<file path="src/rtl/scroll_msg_display.sv">
// Rotating NUM_CHARS-glyph message shown on NUM_DIGITS active-low 7-segment digits.
// Optional feature macro: WRAP_PAUSE_EN (hold at position 0 for PAUSE_TICKS extra ticks).
module scroll_msg_display #(
    parameter int NUM_DIGITS  = 4,
    parameter int NUM_CHARS   = 4,
    parameter int TICK_DIV    = 50_000_000,
    parameter int PAUSE_TICKS = 2
) (
    input  logic                         clk,
    input  logic                         resetn,
    input  logic                         en,
    input  logic                         dir,
    input  logic                         load,
    input  logic [NUM_CHARS*2-1:0]       msg_in,
    output logic [NUM_DIGITS*7-1:0]      hex_out,
    output logic [$clog2(NUM_CHARS)-1:0] pos,
    output logic                         tick
);

    localparam int unsigned PW   = $clog2(NUM_CHARS);
    localparam int unsigned CW   = $clog2(TICK_DIV);
    localparam int unsigned NC_U = NUM_CHARS;
    localparam logic [PW-1:0] POS_LAST  = PW'(NUM_CHARS - 1);
    localparam logic [CW-1:0] PRESC_TOP = CW'(TICK_DIV - 1);

    logic [NUM_CHARS*2-1:0]  msg_reg;
    logic [CW-1:0]           prescale;
    logic                    wrap;
    logic                    step;
    logic [PW-1:0]           pos_next;
    logic [1:0]              chars [NUM_CHARS];
    logic [PW-1:0]           idx;
    logic [NUM_DIGITS*7-1:0] hex_next;

    function automatic logic [6:0] glyph(input logic [1:0] code);
        case (code)
            2'b00:   glyph = 7'b0100001;
            2'b01:   glyph = 7'b0000110;
            2'b10:   glyph = 7'b1111001;
            default: glyph = 7'b1111111;
        endcase
    endfunction

    assign wrap = en && (prescale == PRESC_TOP);

    // Explicit compares so non-power-of-two message lengths wrap correctly.
    always_comb begin
        pos_next = pos;
        if (dir) begin
            pos_next = (pos == '0) ? POS_LAST : pos - 1'b1;
        end else begin
            pos_next = (pos == POS_LAST) ? '0 : pos + 1'b1;
        end
    end

`ifdef WRAP_PAUSE_EN
    localparam int unsigned PCW = $clog2(PAUSE_TICKS + 1);
    localparam logic [PCW-1:0] PAUSE_VAL = PCW'(PAUSE_TICKS);

    logic [PCW-1:0] pause_cnt;

    // A step that lands on 0 arms the pause; each later tick burns one count.
    always_ff @(posedge clk) begin
        if (!resetn || load) begin
            pause_cnt <= '0;
        end else if (wrap) begin
            if (pause_cnt != '0) begin
                pause_cnt <= pause_cnt - 1'b1;
            end else if (pos_next == '0) begin
                pause_cnt <= PAUSE_VAL;
            end
        end
    end

    always_comb step = (pause_cnt == '0);
`else
    always_comb step = 1'b1;
`endif

    always_ff @(posedge clk) begin
        if (!resetn) begin
            msg_reg  <= '1;
            pos      <= '0;
            prescale <= '0;
            tick     <= 1'b0;
        end else if (load) begin
            msg_reg  <= msg_in;
            pos      <= '0;
            prescale <= '0;
            tick     <= 1'b0;
        end else if (wrap) begin
            prescale <= '0;
            tick     <= 1'b1;
            if (step) begin
                pos <= pos_next;
            end
        end else if (en) begin
            prescale <= prescale + 1'b1;
            tick     <= 1'b0;
        end else begin
            tick     <= 1'b0;
        end
    end

    always_comb begin
        for (int unsigned j = 0; j < NUM_CHARS; j++) begin
            chars[j] = msg_reg[2*j +: 2];
        end
    end

    always_comb begin
        hex_next = '1;
        idx      = '0;
        for (int unsigned k = 0; k < NUM_DIGITS; k++) begin
            idx = PW'((32'(pos) + k) % NC_U);
            hex_next[7*k +: 7] = glyph(chars[idx]);
        end
    end

    always_ff @(posedge clk) begin
        if (!resetn) begin
            hex_out <= '1;
        end else begin
            hex_out <= hex_next;
        end
    end

endmodule

</file>
<file path="config.mk">
export PLATFORM = sky130hd
export DESIGN_NAME = scroll_msg_display
export DESIGN_NICKNAME = d
export VERILOG_FILES = /design/src/rtl/scroll_msg_display.sv
export SDC_FILE = /design/constraint.sdc
export NUM_CORES = 1
export LEC_CHECK = 0
export ABC_AREA = 1
export CAP_MARGIN = 10
export CORE_MARGIN = 5
export CORE_UTILIZATION = 25
export CTS_CLUSTER_DIAMETER = 100
export CTS_CLUSTER_SIZE = 8
export DETAILED_ROUTE_END_ITERATION = 6
export PLACE_DENSITY = 0.51
export SLEW_MARGIN = 10
export SYNTH_ARGS = -nofsm -noshare
export SYNTH_HDL_FRONTEND = slang
export SYNTH_SLANG_ARGS = --single-unit
</file>
<file path="constraint.sdc">
create_clock -name clk -period 2.05 [get_ports clk]
set_input_delay 0.41 -clock clk [delete_from_list [all_inputs] [get_ports clk]]
set_output_delay 0.41 -clock clk [all_outputs]
set_load 0.01 [all_outputs]
</file>
After elaboration in Yosys (flattened, before gate mapping)
Index checks and enable logic that the tools add are counted.
{"block": "op_classes", "n_addsub": 6, "n_lt_le_gt_ge": 4, "eq_ne": 10, "n_mux": 20, "n_bitwise": 5, "n_reduce_logical": 8}
{"op": "one-hot mux 7 bit (3 select lines)", "count": 4}
{"op": "adder 26 x 1 -> 26 bit (second input constant)", "count": 1}
{"op": "== test 26 bit (second input constant)", "count": 1}
{"op": "two-way mux 2 bit", "count": 11}
{"op": "binary-select mux 2 bit (select 2 bit)", "count": 4}
{"op": "greater-or-equal comparator 3 bit (second input constant)", "count": 4}
{"op": "NOT 2 -> 3 bit", "count": 4}
{"op": "== test 2 bit (second input constant)", "count": 5}
{"op": "logical NOT 2 bit", "count": 5}
{"op": "== test 2 x 1 -> 1 bit (second input constant)", "count": 4}
{"op": "adder 2 x 1 -> 2 bit (second input constant)", "count": 2}
{"op": "adder 2 bit (second input constant)", "count": 2}
{"op": "OR reduction 3 bit", "count": 1}
{"op": "OR reduction 2 bit", "count": 1}
{"op": "subtractor 2 x 1 -> 2 bit (second input constant)", "count": 1}
{"op": "logical AND 1 bit", "count": 1}
{"op": "two-way mux 1 bit", "count": 1}
{"op": "NOT 1 bit", "count": 1}
{"block": "totals", "register_bits": 65, "inputBits": 13}

Longest topological paths before layout
{"block": "logic_depth", "word_depth": 7, "mapped_depth": 11}

Worst setup path before layout
OpenSTA, ideal clock, no wires.
{"block": "synth_path", "path_kind": "register to register", "start": "register pos[0]", "end": "register hex_out[9]", "setup_time_ns": 0.123, "arrival_time_ns": 1.409, "slack_ns": 0.517, "path_stages_with_launch": 6, "n_path_buf": 0, "synth_period_minus_slack_ns": 1.533, "path_cell_list": "dfxtp_1 inv_1 ha_1 inv_1 mux2i_1 or2_2"}
{"block": "synth_via", "elab_chain_len": 7}
{"item": "start: declaration", "line": "16", "source": "output logic [$clog2(NUM_CHARS)-1:0] pos,"}
{"item": "start signal: assignment", "line": "95", "source": "pos <= pos_next;"}
{"item": "adder 2 x 1 -> 2 bit *", "line": "115", "source": "idx = PW'((32'(pos) + k) % NC_U);"}
{"item": "NOT 2 -> 3 bit (not written as such) *", "line": "116", "source": "hex_next[7*k +: 7] = glyph(chars[idx]);"}
{"item": "binary-select mux 2 bit (select 2 bit) *", "line": "116"}
{"item": "two-way mux 2 bit (not written as such) * (2 in a row)", "line": "116"}
{"item": "== test 2 bit (tied with other cells)", "line": "36", "source": "case (code)"}
{"item": "one-hot mux 7 bit (3 select lines) *", "line": "36"}
{"item": "end signal: assignment", "line": "124", "source": "hex_out <= hex_next;"}
{"item": "end: declaration", "line": "15", "source": "output logic [NUM_DIGITS*7-1:0] hex_out,"}
Mark *: on every way between the ends. The rest lies on a longest branch, timed or not. The select of a mux whose other input is x is not followed.
A chain may end at the register's enable or synchronous reset.

Worst setup path after layout
{"block": "layout_path", "start": "register pos[0]", "end": "output port pos[0]"}
No word-level cell between the ends.

==> impl_table.tex <==
\begin{tabular}{lr}
\hline
Metric & Value \\
\hline
\multicolumn{2}{l}{\textbf{Yosys}} \\
Count of flip-flops with a built-in enable after synthesis & 0 \\
Number of distinct library cells after synthesis & 27 \\
Library cell with the largest summed area after synthesis & dfxtp\_1 \\
Post-synth design cell area & 2676 sq um \\
Mapped Nets & 403 \\
Cell with the most instances after synthesis & nand2\_1 \\
Most common flop cell mapped by yosys & dfxtp\_1 \\
Register bit total from synthesis & 49 \\
Number of standard cells after synthesis & 387 \\
Post-synth ARST share & 0\% \\
Syn Area/Cell & 6.916 sq um \\
Number of warnings reported in the yosys synthesis log & 0 \\
Most area-consuming cells after synthesis & dfxtp\_1 37\%, nand2\_1 15\%, nor2\_1 6.0\%, inv\_1 5.5\%, nand3\_1 5.2\% \\
Register area share after synthesis & 36.65\% \\
Share of Yosys cell area claimed by the top area cell type & 36.65\% \\
Commonest cells in the synthesized netlist & 105 x nand2\_1, 49 x dfxtp\_1, 43 x nor2\_1, 39 x inv\_1, 28 x nand3\_1 \\
\multicolumn{2}{l}{\textbf{Routing}} \\
DRC violation count after routing & 0 \\
Total via count in the routed design & 2311 \\
Sum of routed wire length over all layers & 5988 microns \\
Via count normalized by instance count & 4.156 \\
Router iterations before antenna repair & 4 \\
Count of nets left with antenna violations after detail routing & 0 \\
Number of DRC markers in iteration 0 & 68 \\
Detailed-route wire length per cell & 10.77 microns \\
\multicolumn{2}{l}{\textbf{Setup path}} \\
Crit path arrival time & 1.35 ns \\
Worst setup EP type & output pin \\
Ordered cell list for the critical path & clkdlybuf4s50\_1 \\
CP max stage delay & 0.59 ns \\
Top delay family on crit path & buffers and inverters \\
Worst setup path startpoint & pos[0] \\
Cell with the largest stage delay on the worst path & clkdlybuf4s50\_1 \\
Beginning of the worst register-to-register path & pos[0] \\
Worst-path fanout max & 8 \\
Number of buffers and inverters on the critical path & 1 \\
Endpoint required time on the critical path & 1.64 ns \\
Critical path launch point type & flip-flop \\
Crit path kind & flip-flop to output pin \\
\multicolumn{2}{l}{\textbf{GRT}} \\
Pin count of the biggest net entering global routing & 18 \\
First-pass GRT wire length & 10400 microns \\
Aggregate global-route resource usage & 9.849\% \\
Number of global-route vias before repair & 2184 \\
Met3 Resource Use GR & 2.016\% \\
Number of antenna violations at the first check in global routing & 0 \\
Met2 demand-to-capacity share in global routing & 16.10\% \\
Total congestion overflow after global routing & 0 \\
Met1 track demand over resource & 13.00\% \\
Busiest metal layer after global routing & met2 \\
\multicolumn{2}{l}{\textbf{Floorplan}} \\
Initial standard-cell utilization of the core & 25.81\% \\
Width of the die & 113.5 microns \\
Die Span Y & 113.5 microns \\
Top-Level Pins & 44 \\
\# rows & 37 \\
Placeable core area & 10370 sq um \\
Total Die Area & 12870 sq um \\
\multicolumn{2}{l}{\textbf{Finish}} \\
Flip-flop count of the largest register, all copies and words added & 26 \\
Final cell count without fillers & 556 \\
Share of the core filled with cells in the final layout & 31.02\% \\
Final Instance Area & 3217 sq um \\
Fraction of layout cells with a size suffix above 1 & 13.81\% \\
Antenna diode count & 0 \\
Syn-to-layout area delta & 20.20\% \\
Number of nets in the final layout & 435 \\
\multicolumn{2}{l}{\textbf{Timing}} \\
Final setup violation count & 0 \\
Transition time at the pin with the least slew margin & 0.5257 ns \\
Hold Vio Cnt, Final & 0 \\
Worst slew margin relative to its limit & 64.92\% \\
Fin crit share & 85.95\% \\
Period minus WS final & 1.762 ns \\
Setup TNS & 0 ns \\
Max Transition Viols Final & 0 \\
Fmax & 567.5 MHz \\
Setup slack of the critical path after layout & 0.2880 ns \\
Setup repair after global routing missed its margin & no \\
Post-Route Skew & 0.01210 ns \\
\multicolumn{2}{l}{\textbf{Place}} \\
Cell count after placement & 548 \\
Estimated wirelength of the detail-placed design & 4835 microns \\
Port buffer count & 43 \\
Placed standard-cell area & 3134 sq um \\
Weighted congestion reported at the end of routability-driven placement & 0.8072 \\
Setup slack after placement & 0.04775 ns \\
\multicolumn{2}{l}{\textbf{Clocking}} \\
Clock latency at the later pin of the worst-skew pair & 0.30 ns \\
Clk slew on worst S/H paths & 0.08 ns \\
Clock tree sinks & 49 \\
Depth of the CTS H-tree & 2 \\
Buffer count from post-CTS setup fixing & 0 \\
Hold buffer count at cts & 0 \\
Root Driver & clkbuf\_8 \\
TritonCTS clock tree & yes \\
Number of resized instances in the post-cts repair step & 0 \\
Num CTS Buffers & 5 \\
Bufs on Longest Clock Path & 2 \\
\multicolumn{2}{l}{\textbf{Power and ir drop}} \\
Maximum resistive drop on vdd & 237.7 uV \\
Leakage component of the power & 0.001234 uW \\
Total power per unit cell area & 535.5 nW/um\^{}2 \\
\multicolumn{2}{l}{\textbf{Job}} \\
Count of maximum capacitance violations & 0 \\
\multicolumn{2}{l}{\textbf{Worst hold path}} \\
Hold Crit Start & msg\_reg[1] \\
Worst hold path type & flip-flop to flip-flop \\
\multicolumn{2}{l}{\textbf{Status}} \\
Result of the run & finished, final reports clean \\
\hline
\end{tabular}
==> routing by layer <==
layer  up-vias  share of wire (%)  wire length (microns)
li1       1240                  -                      -
met1      1030                 47                   2814
met2        37                 48                   2877
met3         4                3.6                    214
met4         0                1.4                     81
met5         -                  0                      0
==> report_power, final <==
part           internal [uW]  switching, uW  leakage (uW)
logic                   91.5           85.7      0.000790
registers                975           14.0      0.000399
clock network            237            320     0.0000450
total                   1300            419       0.00123
==> final cells by class <==
| class | count | area [sq um] |
|---|---|---|
| Fill cell | 1161 | 7153 |
| Multi-Input combinational cell | 270 | 1344 |
| Sequential cell | 49 | 980.9 |
| Timing Repair Buffer | 48 | 467.9 |
| Inverter | 45 | 171.4 |
| Tap cell | 136 | 170.2 |
| Clock buffer | 6 | 72.57 |
| Clock inverter | 2 | 10.01 |
==> cell families after synthesis <==
| family | after synthesis | synth area share [%] |
|---|---|---|
| muxes | 2 | 0.7480 |
| buffers and inverters | 68 | 13.14 |
| adders and majority gates | 3 | 1.403 |
| AOI/OAI and AO/OA | 32 | 5.984 |
| DFF | 49 | 36.65 |
| and+or+nand+nor | 224 | 39.13 |
| xor gates and xnor gates | 9 | 2.945 |
==> final timing paths <==
path                            slack [ns]         end  cells after the start
worst max-delay path                  0.29      pos[0]                      1
worst min-delay path                  0.49  msg_reg[1]                      2
worst max register to register        0.39  hex_out[9]                      5
worst min register to register        0.49  msg_reg[1]                      2
==> placed cells by master (no fill, tap or decap), types with 6 or more instances in the layout <==
cell / netlist / routed
dfxtp_1: 49 / 49
nor2_4: 8 / 8
inv_1: 39 / 39
nor2_1: 43 / 43
nand3_1: 28 / 28
o21ai_0: 21 / 21
nand2_2: 6 / 6
nor2_2: 18 / 18
nand2_1: 105 / 105
a21oi_1: 11 / 11
clkdlybuf4s50_1: 0 / 43
==> metrics by stage <==
step	hold WS (ns)	power (uW)
3_3_place_gp	0.4780	1190
3_5_place_dp	0.4823	1193
6_report	0.4878	1723
5_1_grt	0.5285	1820
4_1_cts	0.4938	1756
2_1_floorplan	0.4453	1117
(Power assumes the default switching activity.)
